### src/rtl/led_sequencer.sv
// LED pattern sequencer: blink, chaser, binary counter and ping-pong patterns,
// one step every period+1 clocks, for a fixed number of steps or until stopped.
module led_sequencer #(
  parameter int OUTPUT_SIZE = 4,
  parameter int PER_WIDTH   = 16
) (
  input  logic                   clk,
  input  logic                   rst_n,
  input  logic                   start,
  input  logic                   stop,
  input  logic [1:0]             mode,
  input  logic [PER_WIDTH-1:0]   period,
  input  logic [7:0]             steps,
  output logic [OUTPUT_SIZE-1:0] led,
  output logic                   busy,
  output logic                   done,
  output logic [0:0]             dbg_state
);

  localparam logic [0:0] IDLE = 1'b0;
  localparam logic [0:0] RUN  = 1'b1;

  localparam logic [1:0] MODE_BLINK    = 2'd0;
  localparam logic [1:0] MODE_CHASER   = 2'd1;
  localparam logic [1:0] MODE_COUNTER  = 2'd2;
  localparam logic [1:0] MODE_PINGPONG = 2'd3;

  localparam logic [OUTPUT_SIZE-1:0] LED_ONE = OUTPUT_SIZE'(1);

  logic [0:0]             state;
  logic [1:0]             mode_q;
  logic [PER_WIDTH-1:0]   period_q;
  logic [PER_WIDTH-1:0]   presc;
  logic [7:0]             steps_q;
  logic [7:0]             cnt;
  logic                   dir_left;

  logic                   tick;
  logic [7:0]             cnt_next;
  logic [OUTPUT_SIZE-1:0] led_init;
  logic [OUTPUT_SIZE-1:0] led_next;
  logic                   dir_next;

  assign tick      = (presc == period_q);
  assign cnt_next  = cnt + 8'd1;
  assign dbg_state = state;

  always_comb begin
    led_init = '0;
    case (mode)
      MODE_BLINK:    led_init = '1;
      MODE_CHASER:   led_init = LED_ONE;
      MODE_COUNTER:  led_init = '0;
      MODE_PINGPONG: led_init = LED_ONE;
      default:       led_init = '0;
    endcase
  end

  // Ping-pong turns around on the step that leaves an end bit, so each end is lit exactly once.
  always_comb begin
    led_next = led;
    dir_next = dir_left;
    case (mode_q)
      MODE_BLINK:   led_next = ~led;
      MODE_CHASER:  led_next = {led[OUTPUT_SIZE-2:0], led[OUTPUT_SIZE-1]};
      MODE_COUNTER: led_next = led + LED_ONE;
      MODE_PINGPONG: begin
        if (dir_left) begin
          if (led[OUTPUT_SIZE-1]) begin
            led_next = led >> 1;
            dir_next = 1'b0;
          end else begin
            led_next = led << 1;
          end
        end else begin
          if (led[0]) begin
            led_next = led << 1;
            dir_next = 1'b1;
          end else begin
            led_next = led >> 1;
          end
        end
      end
      default: led_next = led;
    endcase
  end

  always_ff @(posedge clk or negedge rst_n) begin
    if (!rst_n) begin
      state    <= IDLE;
      led      <= '0;
      busy     <= 1'b0;
      done     <= 1'b0;
      presc    <= '0;
      cnt      <= '0;
      dir_left <= 1'b1;
      mode_q   <= '0;
      period_q <= '0;
      steps_q  <= '0;
    end else begin
      done <= 1'b0;
      case (state)
        IDLE: begin
          if (start && !stop) begin
            state    <= RUN;
            busy     <= 1'b1;
            mode_q   <= mode;
            period_q <= period;
            steps_q  <= steps;
            led      <= led_init;
            presc    <= '0;
            cnt      <= '0;
            dir_left <= 1'b1;
          end
        end
        RUN: begin
          if (stop) begin
            state <= IDLE;
            busy  <= 1'b0;
            led   <= '0;
            presc <= '0;
          end else begin
            presc <= tick ? '0 : presc + PER_WIDTH'(1);
            if (tick) begin
              led      <= led_next;
              dir_left <= dir_next;
              cnt      <= (cnt == 8'hFF) ? cnt : cnt_next;
              if (steps_q != 8'd0 && cnt_next == steps_q) begin
                state <= IDLE;
                busy  <= 1'b0;
                done  <= 1'b1;
              end
            end
          end
        end
        default: state <= IDLE;
      endcase
    end
  end

endmodule

### config.mk
export PLATFORM = sky130hd
export DESIGN_NAME = led_sequencer
export DESIGN_NICKNAME = d
export VERILOG_FILES = /design/src/rtl/led_sequencer.sv
export SDC_FILE = /design/constraint.sdc
export NUM_CORES = 1
export LEC_CHECK = 0
export CAP_MARGIN = 20
export CORE_MARGIN = 5
export CORE_UTILIZATION = 35
export CTS_CLUSTER_DIAMETER = 40
export DETAILED_ROUTE_END_ITERATION = 7
export PLACE_DENSITY = 0.59
export SYNTH_ARGS = -nofsm -noshare
export SYNTH_HDL_FRONTEND = slang
export SYNTH_SLANG_ARGS = --single-unit
### constraint.sdc
create_clock -name clk -period 1.89 [get_ports clk]
set_input_delay 0.2835 -clock clk [delete_from_list [all_inputs] [get_ports clk]]
set_output_delay 0.2835 -clock clk [all_outputs]
set_load 0.02 [all_outputs]
==> results of run 1 <==
-- state kept, by name (all words and copies together) (netlist names) --
signal and flops:
period_q 16, dir_left 1, dbg_state 1, mode_q 2, presc 16, steps_q 8
led 4, busy 1, done 1, cnt 8
-- final cells by class --
| class | instances | share of cell area, % |
|---|---|---|
| multi-input combinational | 250 | 41.3 |
| sequential | 58 | 32.0 |
| timing repair buffer | 87 | 17.6 |
| tap | 129 | 3.54 |
| clock buffer | 11 | 3.10 |
| clock inverter | 5 | 1.70 |
| inverter | 9 | 0.741 |
-- worst max-delay path, stage by stage, from the launching register on --
cell	delay [ns]
sky130_fd_sc_hd__dfrtp_1	0.40
sky130_fd_sc_hd__xor2_1	0.17
sky130_fd_sc_hd__nor4_1	0.31
sky130_fd_sc_hd__buf_4	0.17
sky130_fd_sc_hd__nand4_1	0.10
sky130_fd_sc_hd__buf_6	0.18
sky130_fd_sc_hd__a21oi_4	0.17
sky130_fd_sc_hd__buf_8	0.18
sky130_fd_sc_hd__nor2_2	0.05
-- worst paths after layout --
check                                            to  slack (ns)
setup / recovery               presc[4]$_DFFE_PN0P_        0.03
hold / removal                   cnt[5]$_DFFE_PN0P_        0.45
setup reg to reg               presc[4]$_DFFE_PN0P_        0.03
hold reg to reg            period_q[13]$_DFFE_PN0P_        0.53
max in group asynchronous   period_q[3]$_DFFE_PN0P_        0.83
min in group clk           period_q[13]$_DFFE_PN0P_        0.53
-- logic make-up after synthesis --
family,after synthesis,synth area share [%]
adders and majority gates,4,1.49
buffers and inverters,31,4.64
xor gates and xnor gates,38,9.88
AOI/OAI and AO/OA,59,13.5
muxes,24,8.03
and+or+nand+nor,125,19.4
DFF,58,43.1
-- power groups by stage --
stage / clock network [uW] / registers (uW) / logic [uW]
2_1_floorplan: 0 / 1670 / 697
6_report: 1280 / 1760 / 1080
4_1_cts: 1310 / 1750 / 1010
5_1_grt: 1370 / 1790 / 1190
3_3_place_gp: 0 / 1770 / 981
3_5_place_dp: 0 / 1770 / 1000
-- Yosys cell counts, types with 6 or more instances --
cell type                  instances  area (um^2)
sky130_fd_sc_hd__a21oi_1          12         60.1
sky130_fd_sc_hd__buf_2             7         35.0
sky130_fd_sc_hd__clkbuf_1         12         45.0
sky130_fd_sc_hd__dfrtp_1          57         1430
sky130_fd_sc_hd__inv_1             9         33.8
sky130_fd_sc_hd__mux2_2           24          270
sky130_fd_sc_hd__nand2_1          25         93.8
sky130_fd_sc_hd__nand2b_1         11         68.8
sky130_fd_sc_hd__nand3_1          14         70.1
sky130_fd_sc_hd__nand4_1           9         56.3
sky130_fd_sc_hd__nor2_1           28          105
sky130_fd_sc_hd__nor3_1           12         60.1
sky130_fd_sc_hd__o211ai_1          6         45.0
sky130_fd_sc_hd__o21ai_0           7         35.0
sky130_fd_sc_hd__xnor2_1          19          166
sky130_fd_sc_hd__xor2_1           19          166
-- routing by layer --
metal	wire length (um)	vias up	track usage, %
li1	-	1372	-
met2	4060	55	23.9
met5	0	-	0
met3	346	10	3.88
met1	3780	1407	19.3
met4	115	0	4.42
-- what timing repair did --
action	4_1_cts	5_1_grt
gates cloned	0	1
gates resized for setup	3	39
pin swaps	0	21
hold buffers	1	0
setup buffers	0	3
endpoints found under the setup margin	9	31
hold endpoints to repair	20	0
-- per-stage QoR --
stage               power, uW  instances
finish                   4120        549
global route             4350        549
CTS                      4070        545
detailed placement       2780        528
global placement         2750        528
floorplan                2370        339
==> Flow_metrics.wiki, run 1 <==
{| class="wikitable"
! Metric !! Value
|-
| Outcome || complete, no violations
|-
| Area inside the core boundary || 9330 um^2
|-
| DP Worst Slack || -0.152 ns
|-
| Number of enable-type register cells in the synthesized netlist || 0
|-
| Commonest non-fill, non-tap cells in the layout || sky130_fd_sc_hd__dfrtp_1, sky130_fd_sc_hd__buf_4, sky130_fd_sc_hd__clkdlybuf4s50_1, sky130_fd_sc_hd__nand2_1, sky130_fd_sc_hd__mux2_2
|-
| Post-Route Hold Slack || around 0.45 ns
|-
| Slew @ Worst Pin || about 0.54 ns
|-
| Global-route wire length before repair || between 10 and 15 mm
|-
| Reg clk slew, reported paths || approximately 0.07 ns
|-
| Leading cell type in the layout, fill and taps excluded || sky130_fd_sc_hd__dfrtp_1
|-
| Yosys synthesis warning count || 0
|-
| Relative contribution of the clock network to total power || 31.1%
|-
| Sink Count || 58
|-
| Final Routed Wirelength || 8.31 mm
|-
| RSZ-0062 raised after global routing || true
|-
| Fmax achieved || roughly 540 MHz
|-
| Die height || 108 um
|-
| Sequential area share after synthesis || a little over two fifths
|-
| Drt first-iter violations || about 110
|-
| Overall global routing resource usage || roughly 15%
|-
| Class of the most critical hold timing path || in2async
|-
| Number of flip-flops and latches in the synthesized netlist || 58
|-
| Timing startpoint of the critical path || period_q[2]$_DFFE_PN0P_
|-
| Vias in the first global route || approximately 2800
|-
| Sequential cell area || roughly 1500 um^2
|-
| TritonCTS clock tree || built
|-
| Number of setup violations in the final report || 0
|-
| Net count of the mapped netlist || about 370
|-
| Maximum clock path buffer count || 2
|-
| Count of nets left with antenna violations after detail routing || 0
|-
| Number of detailed-route iterations in the first pass || 4
|-
| Total count of hold-check failures in the final report || 0
|-
| Site Rows || 35
|-
| Routed via count || between 2000 and 3000
|-
| Synthesized area || approximately 3400 um^2
|-
| Worst Path Arrival || about 2.1 ns
|-
| Number of antenna violations at the first check in global routing || 0
|-
| DRC violation count after routing || 0
|-
| Critical register-to-register path startpoint || period_q[2]$_DFFE_PN0P_
|-
| Post-synth top flop || sky130_fd_sc_hd__dfrtp_1
|-
| Min Tclk post-route || roughly 1.9 ns
|-
| Port Buf Inserts || 36
|-
| Worst setup path class || reg2reg
|-
| Share of final-layout standard cells stronger than drive strength 1 || around 30%
|-
| Total negative setup slack || 0 ns
|-
| Post-Place Cell Area || ~4100 um^2
|-
| Synthesized instance count || ~340
|-
| Final worst-path cycle share || between 90% and 100%
|-
| Synthesized area divided by synthesized cell count || ~9.9 um^2
|-
| Pleak || ~0.0018 uW
|-
| Total inserted antenna cells || 0
|-
| Async set-reset flop share out of synthesis || 100%
|-
| Placer Congestion || between 0.8 and 0.9
|-
| Worst clock skew || 0.00805 ns
|-
| Depth of the CTS H-tree || 3
|-
| Maximum number of pins on one net before global-route repair || 25
|-
| Sw Share || about a third
|-
| Die area || 11700 um^2
|-
| Layout fillers || slightly below 900
|-
| Avg WL per Cell || 15.1 um
|-
| Data required, critical path || roughly 2.1 ns
|-
| VDD IR-drop max || ~460 uV
|-
| PwrDens || between 900 and 1000 nW/um^2
|-
| Max Fanout on Critical Path || 8
|-
| Combinational power share || between 20% and 30%
|-
| Ports placed on the boundary || 37
|-
| Nature of the critical path endpoint || flop
|-
| Depth of the most critical reg-to-reg path || 8
|-
| Signed area change from the synthesized netlist to the final layout || 35.4%
|-
| Overall overflow remaining after global route || 0
|-
| Area taken by multi-input logic gates || 1880 um^2
|-
| Detail-routed via count per cell || between 5 and 6
|-
| Max-cap violations || 0
|-
| CP Launch Type || flop
|-
| Fin worst setup slack || roughly 0.031 ns
|-
| Clock root cell || sky130_fd_sc_hd__clkbuf_8
|-
| Final count of pins violating max slew || 0
|-
| Cell-internal power || 2820 uW
|-
| Final net count || 449
|-
| Number of unique standard cell types used by synthesis || 57
|-
| Sequential group share of total power || a little over two fifths
|-
| Sw power || 1290 uW
|-
| Number of buffers added by the clock tree synthesis step || 9
|-
| Die W || about 110 um
|-
| Detailed placer's ending HPWL || 6.00 mm
|-
| Effective utilization at floorplan || between 30% and 40%
|-
| Fraction of the core area covered by cells at the end of the flow || between 40% and 50%
|-
| Post-route cell area || approximately 4600 um^2
|-
| Worst slew margin relative to its limit || between 60 and 70%
|-
| Clock latency reported for the late side of the worst-skew pair || roughly 0.35 ns
|}
No activity file was read; power rests on OpenSTA's default activity.
==> inputs of run 2 (changes only) <==
Settings changed: CELL_PAD_IN_SITES_DETAIL_PLACEMENT set to 0, CELL_PAD_IN_SITES_GLOBAL_PLACEMENT set to 1, PLACE_DENSITY 0.59 to 0.71.
==> run 2 against run 1 <==
Compared with the run above: via count shrank 3.2%; clock-buffer cell count up 1; final area fell by 2.6%; first-iteration DRC count down 9.2%; clock power is 14% lower; total power fell by 6.0%; combinational power down 6%; die area stayed put; critical path depth decreased by 1; register-to-register slack improved by 0.03 ns; critical endpoint is now done$_DFF_PN0_; largest power group unchanged.
==> Flow_metrics.wiki, run 2 (synthesis results as in run 1) <==
{| class="wikitable"
! Metric !! Value
|-
| Outcome || complete, no violations
|-
| Detail-routed via count per cell || 5.03
|-
| Nature of the critical path endpoint || flop
|-
| Overall global routing resource usage || between 10 and 15%
|-
| Detailed placer's ending HPWL || about 5.9 mm
|-
| Routed via count || between 2000 and 3000
|-
| Port Buf Inserts || 36
|-
| Number of setup violations in the final report || 0
|-
| CP cell instances || xor2_1 -> nor4_1 -> buf_4 -> and4_4 -> buf_12 -> o2111a_2 -> and3_1
|-
| Post-Place Cell Area || approximately 4000 um^2
|-
| Worst slew margin relative to its limit || a little over three fifths
|-
| Global-route wire length before repair || between 10 and 15 mm
|-
| Worst setup path class || reg2reg
|-
| Crit Reg-Reg Endpoint || done$_DFF_PN0_
|-
| Placer Congestion || about 0.82
|-
| Post-route cell area || 4440 um^2
|-
| VDD IR-drop max || 373 uV
|-
| Number of antenna violations at the first check in global routing || 0
|-
| Clock root cell || sky130_fd_sc_hd__clkbuf_8
|-
| Min Tclk post-route || roughly 1.8 ns
|-
| Effective utilization at floorplan || ~36%
|-
| Overall power || approximately 3900 uW
|-
| Ports placed on the boundary || 37
|-
| Slowest cell on crit path || sky130_fd_sc_hd__dfrtp_1
|-
| Layout fillers || 885
|-
| Fraction of the core area covered by cells at the end of the flow || between 40 and 50%
|-
| Reg clk slew, reported paths || 0.07 ns
|-
| CP Launch Type || flop
|-
| Post-Route Hold Slack || approximately 0.47 ns
|-
| Count of nets left with antenna violations after detail routing || 0
|-
| Final worst-path cycle share || roughly 97%
|-
| Overall overflow remaining after global route || 0
|-
| Slew @ Worst Pin || about 0.56 ns
|-
| Share of final-layout standard cells stronger than drive strength 1 || 27.3%
|-
| Worst Path Arrival || roughly 2.1 ns
|-
| Die area || around 12000 um^2
|-
| RSZ-0062 raised after global routing || true
|-
| TritonCTS clock tree || built
|-
| Final net count || 448
|-
| Depth of the CTS H-tree || 3
|-
| Vias in the first global route || between 2000 and 3000
|-
| Final Routed Wirelength || a little over 8 mm
|-
| Maximum number of pins on one net before global-route repair || 38
|-
| Number of buffers added by the clock tree synthesis step || 9
|-
| Leading cell type in the layout, fill and taps excluded || sky130_fd_sc_hd__dfrtp_1
|-
| Commonest non-fill, non-tap cells in the layout || sky130_fd_sc_hd__dfrtp_1, sky130_fd_sc_hd__buf_4, sky130_fd_sc_hd__clkdlybuf4s50_1, sky130_fd_sc_hd__nor2_1, sky130_fd_sc_hd__mux2_2
|-
| Regs by FF count || period_q: 16 flops, presc: 16 flops
|-
| Clock latency reported for the late side of the worst-skew pair || 0.34 ns
|-
| Class of the most critical hold timing path || in2async
|-
| DRC violation count after routing || 0
|-
| Fmax achieved || 546 MHz
|-
| Signed area change from the synthesized netlist to the final layout || 31.9%
|-
| Site Rows || 35
|-
| Worst clock skew || between 0.007 and 0.008 ns
|-
| Area inside the core boundary || roughly 9300 um^2
|-
| Maximum single-stage delay on the critical path || about 0.4 ns
|-
| Drt first-iter violations || between 90 and 100
|-
| Number of detailed-route iterations in the first pass || 5
|-
| Depth of the most critical reg-to-reg path || 7
|-
| Sink Count || between 50 and 60
|-
| Total inserted antenna cells || 0
|-
| Critical register-to-register path startpoint || presc[15]$_DFFE_PN0P_
|-
| Worst reg2reg setup slack || 0.06 ns
|-
| Max Fanout on Critical Path || 7
|-
| Max-cap violations || 0
|-
| PwrDens || about 870 nW/um^2
|-
| Total count of hold-check failures in the final report || 0
|-
| Die height || 108 um
|-
| Avg WL per Cell || 14.8 um
|-
| Final count of pins violating max slew || 0
|-
| Maximum clock path buffer count || 2
|-
| Die W || 108 um
|-
| Pleak || approximately 0.0018 uW
|-
| Data required, critical path || 2.17 ns
|}
[run 2: cell types whose count changed in the layout (fill, tap and decap cells not counted), sizes merged]
cell      change
bufinv        -1
clkinvlp      -1
buf           -1
clkbuf        +1
[run 2: where the power goes]
group	internal (uW)	switching, uW	total [uW]
logic	566	459	1020
clock network	633	468	1100
registers	1460	285	1740
total	2660	1210	3870
[run 2: how the worst max path moves through the flow]
stage	from	to	slack (ns)
2_1_floorplan	presc[10]$_DFFE_PN0P_	cnt[2]$_DFFE_PN0P_	0.13
3_3_place_gp	start	presc[15]$_DFFE_PN0P_	-0.05
3_5_place_dp	start	presc[15]$_DFFE_PN0P_	-0.05
4_1_cts	presc[10]$_DFFE_PN0P_	cnt[5]$_DFFE_PN0P_	0.009
5_1_grt	presc[13]$_DFFE_PN0P_	dbg_state$_DFF_PN0_	-0.07
6_report	presc[15]$_DFFE_PN0P_	done$_DFF_PN0_	0.06
[run 2: layer usage]
layer	vias to the layer above	share of wire (%)	global-route usage [%]	routed length, um
met4	0	1.5	4.33	120
li1	1377	-	-	-
met1	1310	45	19.1	3680
met3	9	4.7	5.19	382
met2	57	48	23.2	3910
met5	-	0	0	0
[run 2: cell type report]
| class | instances | area, um^2 | area share, % |
|---|---|---|---|
| clock inverters | 3 | 40.0 | 0.901 |
| flip-flops and latches | 58 | 1460 | 32.8 |
| repair buffers | 86 | 802 | 18.1 |
| multi-input cells | 250 | 1800 | 40.6 |
| clock buffers | 12 | 145 | 3.27 |
| well taps | 129 | 161 | 3.63 |
| inverters | 9 | 33.8 | 0.761 |
[run 2: repair_timing]
| action | CTS | global route |
|---|---|---|
| gates resized for setup | 4 | 17 |
| buffers inserted | 2 | 1 |
| cloned | 1 | 1 |
| pin swaps | 4 | 9 |
| hold endpoints to repair | 20 | 0 |
| endpoints found under the setup margin | 6 | 28 |
| hold buffers | 1 | 0 |
[run 2: metrics by stage]
stage | setup WS (ns) | setup TNS, ns | std cells
after floorplan | 0.135 | 0 | 339
after global placement | -0.0545 | -0.393 | 526
after detailed placement | -0.0476 | -0.492 | 526
after CTS | 0.00903 | 0 | 545
after global routing | -0.0722 | -0.498 | 547
final | 0.0602 | 0 | 547
[run 2: critical path: cells and delay by family, from the launching register on]
family | cells | cell delay [ns]
XOR/XNOR | 1 | 0.14
AND/OR/NAND/NOR | 3 | 0.70
AO/OA/AOI/OAI | 1 | 0.23
flip-flops | 1 | 0.40
buffers and inverters | 2 | 0.29
